## config.mk

```make
export PLATFORM = sky130hd
export DESIGN_NAME = change_dispenser
export DESIGN_NICKNAME = d
export VERILOG_FILES = /design/src/rtl/change_dispenser_pkg.sv /design/src/rtl/change_dispenser_eject_timer.sv /design/src/rtl/change_dispenser.sv
export SDC_FILE = /design/constraint.sdc
export NUM_CORES = 1
export LEC_CHECK = 0
export BUFFER_PORTS_ARGS = -buffer_cell sky130_fd_sc_hd__buf_2
export CAP_MARGIN = 20
export CORE_MARGIN = 2
export CORE_UTILIZATION = 28
export DETAILED_ROUTE_END_ITERATION = 8
export PLACE_DENSITY = 0.44
export RECOVER_POWER = 25
export SLEW_MARGIN = 40
export SYNTH_ARGS = -nofsm -noshare
export SYNTH_HDL_FRONTEND = slang
export SYNTH_SLANG_ARGS = --single-unit
```

## constraint.sdc

```tcl
create_clock -name clk50m -period 4.81 [get_ports clk50m]
set_clock_uncertainty 0.2 [all_clocks]
set_input_delay 0.2405 -clock clk50m [delete_from_list [all_inputs] [get_ports clk50m]]
set_output_delay 0.2405 -clock clk50m [all_outputs]
set_load 0.02 [all_outputs]
```

## src/rtl/change_dispenser_pkg.sv

```systemverilog
// Shared types and constants for the vending machine change path.
package vm_pkg;

    localparam int DEFAULT_AMT_W = 4;

    typedef enum logic [1:0] {
        NONE  = 2'd0,
        FARTH = 2'd1,
        HALF  = 2'd2,
        PENNY = 2'd3
    } coin_t;

    localparam logic [2:0] DENOM_FARTH = 3'd1;
    localparam logic [2:0] DENOM_HALF  = 3'd2;
    localparam logic [2:0] DENOM_PENNY = 3'd4;

    typedef enum logic [2:0] {
        IDLE       = 3'd0,
        SELECT     = 3'd1,
        EJECT      = 3'd2,
        WAIT_SENSE = 3'd3,
        DONE       = 3'd4,
        FAULT      = 3'd5
    } disp_state_t;

    // Value in farthings of a hopper coin.
    function automatic logic [2:0] coin_value(input coin_t c);
        logic [2:0] v;
        case (c)
            PENNY:   v = DENOM_PENNY;
            HALF:    v = DENOM_HALF;
            FARTH:   v = DENOM_FARTH;
            default: v = 3'd0;
        endcase
        return v;
    endfunction

endpackage

```

## src/rtl/change_dispenser_eject_timer.sv

```systemverilog
// Loadable down-counter shared by the solenoid pulse and the sense timeout.
// tc is high on the last enabled cycle of a loaded interval.
module eject_timer #(
    parameter int CNT_W = 4
) (
    input  logic             clk,
    input  logic             rst,
    input  logic             load,
    input  logic             en,
    input  logic [CNT_W-1:0] load_val,
    output logic             tc
);

    logic [CNT_W-1:0] cnt_r;

    // Count register: load wins over counting, holds at zero.
    always_ff @(posedge clk or posedge rst) begin
        if (rst) begin
            cnt_r <= {CNT_W{1'b0}};
        end else if (load) begin
            cnt_r <= load_val;
        end else if (en && (cnt_r != {CNT_W{1'b0}})) begin
            cnt_r <= cnt_r - CNT_W'(1);
        end else begin
            cnt_r <= cnt_r;
        end
    end

    assign tc = en && (cnt_r == {CNT_W{1'b0}});

endmodule

```

## src/rtl/change_dispenser.sv

```systemverilog
// Change payout controller: pays the owed amount coin by coin, largest
// denomination first, confirming each coin on the drop sensor.
module change_dispenser
    import vm_pkg::*;
#(
    parameter int PULSE_CYCLES  = 2_500_000,
    parameter int SENSE_TIMEOUT = 25_000_000,
    parameter int AMT_W         = DEFAULT_AMT_W
) (
    input  logic             clk50m,
    input  logic             res,
    input  logic             req,
    input  logic [AMT_W-1:0] amount,
    input  logic             coin_sense,
    output logic             busy,
    output logic             done,
    output logic             fault,
    output logic [AMT_W-1:0] remaining,
    output logic             eject_penny,
    output logic             eject_half,
    output logic             eject_farth
);

    localparam int MAX_CNT = (PULSE_CYCLES > SENSE_TIMEOUT) ? PULSE_CYCLES : SENSE_TIMEOUT;
    localparam int CNT_W   = $clog2(MAX_CNT + 1);
    // Timer runs load+1 cycles, so load one less than the interval.
    localparam logic [CNT_W-1:0] PULSE_LOAD = CNT_W'(PULSE_CYCLES - 1);
    localparam logic [CNT_W-1:0] SENSE_LOAD = CNT_W'(SENSE_TIMEOUT - 1);

    disp_state_t      state_r, state_nx_s;
    coin_t            coin_r, coin_nx_s;
    logic [AMT_W-1:0] remaining_r, remaining_nx_s;
    logic [AMT_W-1:0] denom_s;
    logic             busy_r, done_r, fault_r;
    logic             seen_r, seen_nx_s;
    logic             sense_d_r, rise_s;
    logic             tmr_load_s, tmr_en_s, tmr_tc_s;
    logic [CNT_W-1:0] tmr_val_s;

    assign rise_s  = coin_sense & ~sense_d_r;
    assign denom_s = AMT_W'(coin_value(coin_r));

    eject_timer #(.CNT_W(CNT_W)) u_timer (
        .clk      (clk50m),
        .rst      (res),
        .load     (tmr_load_s),
        .en       (tmr_en_s),
        .load_val (tmr_val_s),
        .tc       (tmr_tc_s)
    );

    // Next-state, coin selection, payout arithmetic and timer control.
    always_comb begin
        state_nx_s     = state_r;
        coin_nx_s      = coin_r;
        remaining_nx_s = remaining_r;
        seen_nx_s      = 1'b0;
        tmr_load_s     = 1'b0;
        tmr_en_s       = 1'b0;
        tmr_val_s      = PULSE_LOAD;
        case (state_r)
            IDLE, FAULT: begin
                if (req) begin
                    remaining_nx_s = amount;
                    if (amount != {AMT_W{1'b0}}) begin
                        state_nx_s = SELECT;
                    end else begin
                        state_nx_s = DONE;
                    end
                end else begin
                    state_nx_s = state_r;
                end
            end
            SELECT: begin
                if (remaining_r >= AMT_W'(DENOM_PENNY)) begin
                    coin_nx_s = PENNY;
                end else if (remaining_r >= AMT_W'(DENOM_HALF)) begin
                    coin_nx_s = HALF;
                end else if (remaining_r == AMT_W'(DENOM_FARTH)) begin
                    coin_nx_s = FARTH;
                end else begin
                    coin_nx_s = NONE;
                end
                if (coin_nx_s != NONE) begin
                    tmr_load_s = 1'b1;
                    tmr_val_s  = PULSE_LOAD;
                    state_nx_s = EJECT;
                end else begin
                    state_nx_s = DONE;
                end
            end
            EJECT: begin
                tmr_en_s  = 1'b1;
                seen_nx_s = seen_r | rise_s;
                if (tmr_tc_s) begin
                    tmr_load_s = 1'b1;
                    tmr_val_s  = SENSE_LOAD;
                    state_nx_s = WAIT_SENSE;
                end else begin
                    state_nx_s = EJECT;
                end
            end
            WAIT_SENSE: begin
                tmr_en_s = 1'b1;
                if (seen_r) begin
                    remaining_nx_s = remaining_r - denom_s;
                    state_nx_s     = SELECT;
                end else if (tmr_tc_s) begin
                    state_nx_s = FAULT;
                end else begin
                    seen_nx_s  = rise_s;
                    state_nx_s = WAIT_SENSE;
                end
            end
            DONE: begin
                state_nx_s = IDLE;
            end
            default: begin
                state_nx_s = IDLE;
            end
        endcase
    end

    // State, datapath and registered status outputs.
    always_ff @(posedge clk50m or posedge res) begin
        if (res) begin
            state_r     <= IDLE;
            coin_r      <= NONE;
            remaining_r <= {AMT_W{1'b0}};
            seen_r      <= 1'b0;
            sense_d_r   <= 1'b0;
            busy_r      <= 1'b0;
            done_r      <= 1'b0;
            fault_r     <= 1'b0;
        end else begin
            state_r     <= state_nx_s;
            coin_r      <= coin_nx_s;
            remaining_r <= remaining_nx_s;
            seen_r      <= seen_nx_s;
            sense_d_r   <= coin_sense;
            busy_r      <= (state_nx_s inside {SELECT, EJECT, WAIT_SENSE});
            done_r      <= (state_nx_s == DONE);
            fault_r     <= (state_nx_s == FAULT);
        end
    end

    assign busy        = busy_r;
    assign done        = done_r;
    assign fault       = fault_r;
    assign remaining   = remaining_r;
    // Decoded from registers only; a single coin code keeps the lines exclusive.
    assign eject_penny = (state_r == EJECT) && (coin_r == PENNY);
    assign eject_half  = (state_r == EJECT) && (coin_r == HALF);
    assign eject_farth = (state_r == EJECT) && (coin_r == FARTH);

endmodule

```

# == Word level (Yosys, flattened, before mapping) ==
# Index checks and enable logic that the tools add are counted.
# word_totals
ff_bits,39
output_inout_bits,10
wordCells,73
# op_classes
addsub,2
order_cmp,2
eq_ne,15
mux,26
bitwise_logic,3
reduce_logical,16
# op_table
operator,count
$mux W25,4
$logic_not A25 Y1,1
$reduce_bool A25 Y1,1
$sub A25 B1 Y25 const B,1
$mux W3,5
$eq A3 B2 Y1 const B,4
$pmux W3 S4,1
$eq A3 B3 Y1 const B,3
$pmux W3 S3,1
$mux W4,2
$pmux W4 S2,1
$mux W1,7
$eq A3 B1 Y1 const B,2
$mux W2,3
$reduce_bool A2 Y1,3
$logic_and A1 B1 Y1,5
$eq A2 B2 Y1 const B,2
$eq A4 B1 Y1 const B,1
$ge A4 B2 Y1 const B,1
$ge A4 B3 Y1 const B,1
$ne A2 B2 Y1 const B,2
$pmux W1 S2,2
$reduce_bool A4 Y1,1
$reduce_or A2 Y1,2
8 further kinds,8

# == Logic depth before layout (Yosys ltp) ==
# logic_depth
depth_word,10
depth_mapped,8

# == Hierarchy ==
# A second synthesis with hierarchy kept.
# hier_totals
hier_cells,294
hier_area_um2,2593.7
# modules_own_cells
mod,n_inst,cells_each,area_each_um2,seq_area_each_um2
eject_timer,1,199,1711.6,625.6
change_dispenser,1,95,882.1,350.3

# == Worst setup path before layout ==
# OpenSTA, ideal clock, no wires.
# synth_path
kind,flip-flop to flip-flop
from,register u_timer.cnt_r[2]
to,register u_timer.cnt_r[18]
arrival_ns,2.136
required_time_ns,4.541
setup_slack_ns,2.406
stages_incl_launch_ff,6
path_buffers,0
period_less_slack_ns,2.404
cell_sequence,dfrtp_1 > or4_4 > nor3_4 > or4b_4 > or4_1 > nand3_1
# synth_between
elab_chain_cells,5
# synth_rtl
element,line,text
start: declaration,change_dispenser_eject_timer.sv:14,logic [CNT_W-1:0] cnt_r;
start signal: assignment,change_dispenser_eject_timer.sv:19,cnt_r <= {CNT_W{1'b0}};
start signal: assignment,change_dispenser_eject_timer.sv:21,cnt_r <= load_val;
start signal: assignment,change_dispenser_eject_timer.sv:23,cnt_r <= cnt_r - CNT_W'(1);
"parallel branches: the longest is 5 deep, another holds $sub A25 B1 Y25",-,
# Parallel ways; which one is timed is not known. The select of a mux whose other input is x is not followed.
# A chain may end at the register's enable or synchronous reset.

# == Final worst setup path ==
# layout_path
from,register u_timer.cnt_r[15]
to,register u_timer.cnt_r[15]
# Same word-level chain as after synthesis.

==> impl_metrics.tcl <==
set metrics [dict create \
    slew_viol_final 40 \
    synth_edf_count 0 \
    vias 1868 \
    cts_buffers 5 \
    clock_path_buffers 2 \
    wirelength_um 5490 \
    synth-main-ff-cell "dfrtp_1" \
    ant_nets 0 \
    synth.cell_area_um2 2310 \
    rrSetupSlack_ns 2.06 \
    grt_pass1_vias 1815 \
    num_antenna_cells 0 \
    synthToLayoutAreaGrowth_pct 13.0 \
    yosys_warnings 0 \
    p_leak_nw 0.992 \
    cts_resized 0 \
    numClockSinks 39 \
    ys_types 59 \
    synth_top_cell_area_share_pct 42.2 \
    max_slew_margin_pct -44.8 \
    postLayoutCellArea_um2 2610 \
    overflow 0 \
    ctsRootBufferMaster "clkbuf_8" \
    rsz0062_at_grt "false" \
    place_area_um2 2510 \
    tritoncts "done" \
    synth.largest_area_cell "dfrtp_1" \
    synth_nets 253 \
    ios 18 \
    cp_max_fo 10 \
    rows 33 \
    status "finished, violations left" \
    irDropWorstVdd_mv 0.201 \
    fin_crit_sh_pct 57.2 \
    portBuffers 17 \
    syn_inst 239 \
    die_area_um2 9000 \
    hpwl_um 4050 \
    worst-r2r-cell-count 5 \
    clkTransAtPathRegs_ns 0.08 \
    finalSetupViolCount 0 \
    power.density_nw_per_um2 503 \
    fill_cells 883 \
    antenna_found_initial 0 \
    drc 0 \
    clkLatencyLatePin_ns 0.29 \
    violations "max-capacitance violations, max-slew violations" \
    first_pass_iters 4 \
    endpoint_kind "register" \
    cp-start-kind "register" \
    hold_class "primary input to register" \
    nets 274 \
    crit_type "register to register" \
    min_delay_path_depth 3 \
    synthTopCellsByArea "dfrtp_1 42%, nor2_1 3.1%, nand3_1 2.8%" \
    via_per_inst 5.12 \
    final.setup.tns_ns 0 \
    cts_setup_buffers 0 \
    timing.rr.end "u_timer.cnt_r[15]" \
    ys_seq_area_share_pct 42.2 \
    rr_startpoint "u_timer.cnt_r[15]" \
    die_w_um 94.9 \
    worstMarginPinSlew_ns 2.17 \
    final_cells 365 \
    synthMostInstantiatedCell "dfrtp_1" \
    ys_ff_latch 39 \
    core-area_um2 8090 \
    critPathArrivalTime_ns 2.73 \
    grt_max_degree 40 \
    seqCellArea_um2 976 \
    grt_use_total_pct 13.5 \
    avgRoutedWirePerCell_um 15.0 \
    hold_start "amount[1]" \
    place_congestion 0.834 \
    min_period_ns 2.75 \
    worstPathRequired_ns 4.79 \
    drv_cap 1 \
    max_freq_ghz 0.363 \
    drt_iter0_markers 76 \
    final_hold_viol_count 0 \
    grt_pass1_wl_um 9410 \
    die_y_um 94.9 \
    dp_cells 356 \
    async_flop_share_pct 100 \
    min_to "remaining[1]" \
    multi_input_comb_area_um2 1270 \
    synth_common_cells "39 x dfrtp_1, 19 x nor2_1, 15 x nand2_1" \
    final_layout_size_suffix_gt1_share_pct 16.9 \
    ctsHtreeMaxLevel 2 \
    syn_area_per_cell_um2 9.67 \
    start_util_pct 28.6 \
]
-- routing by layer --
metal	share of wire (%)	track usage, %	vias to the layer above
met5	0	0	-
met4	1.8	5.07	0
met3	2.6	2.71	9
met2	44	20.0	23
met1	52	19.5	904
li1	-	-	932
-- worst max path at each step --
stage | cells after the start | from | slack, ns | to
floorplan | 5 | u_timer.cnt_r[2] | 2.41 | u_timer.cnt_r[18]
global placement | 5 | u_timer.cnt_r[15] | 2.07 | u_timer.cnt_r[15]
detailed placement | 5 | u_timer.cnt_r[15] | 2.08 | u_timer.cnt_r[15]
CTS | 5 | u_timer.cnt_r[20] | 2.07 | u_timer.cnt_r[15]
global route | 4 | res | 1.52 | u_timer.cnt_r[14]
finish | 5 | u_timer.cnt_r[15] | 2.06 | u_timer.cnt_r[15]
-- layout make-up --
class | instances | area share, %
flip-flops and latches | 39 | 37.4
repair buffers | 20 | 3.98
clock buffers | 6 | 3.16
inverters | 10 | 1.44
well taps | 105 | 5.03
multi-input cells | 184 | 48.8
clock inverters | 1 | 0.192
-- cell families (layout without fill, tap and decap cells) --
family	count (synthesis)	in the layout	share of synthesized area, %
mux	2	2	0.920
compound gates	57	57	17.1
fa+ha+maj	6	6	3.57
buf+inv	16	37	2.98
flops	39	39	42.2
xor+xnor	14	14	5.31
simple gates	105	105	27.9
-- where the power goes --
group | internal, mW | switching, mW | total [mW]
registers | 0.420 | 0.118 | 0.537
logic | 0.213 | 0.332 | 0.545
clock network | 0.113 | 0.117 | 0.230
total | 0.746 | 0.567 | 1.31
-- worst max-delay path, stage by stage, from the launching register on --
cell,delay (ns)
dfrtp_1,0.42
or4_4,0.58
nor4_4,0.57
nand3_1,0.47
nand2_1,0.31
nor2_1,0.09
-- layout by cell type, fill, tap and decap left out, drive strengths merged, types with 5 or more instances in the layout --
master / synthesis / layout
nor4: 8 / 8
nor3: 9 / 9
xnor2: 7 / 7
inv: 10 / 10
xor2: 7 / 7
nand2b: 8 / 8
o21ai: 21 / 21
nand2: 15 / 15
nor2b: 6 / 6
ha: 5 / 5
buf: 2 / 13
nand3: 13 / 13
clkbuf: 4 / 11
a21oi: 11 / 11
nor2: 20 / 20
or4: 7 / 7
dfrtp: 39 / 39
o211ai: 5 / 5
or3: 6 / 6
-- flip-flops by register name (all words and copies together) (netlist names) --
signal,cells
busy,1
remaining,4
state_r,3
u_timer.cnt_r,25
done,1
coin_r,2
fault,1
seen_r,1
sense_d_r,1
-- per-stage QoR --
stage	hold WS (ns)	setup slack (ns)	total power [mW]	util [%]
floorplan	0.0719	2.41	0.937	-
global placement	0.165	2.07	1.09	30.9
detailed placement	0.165	2.08	1.09	31.0
CTS	0.0440	2.07	1.33	32.4
global route	0.0609	1.52	1.43	32.3
finish	0.0522	2.06	1.31	32.3
-- timing repair --
action	in CTS	in global routing
endpoints found under the hold margin	40	0
hold buffers	2	0
setup endpoints to repair	0	0
Power figures use the tool's default switching activity.
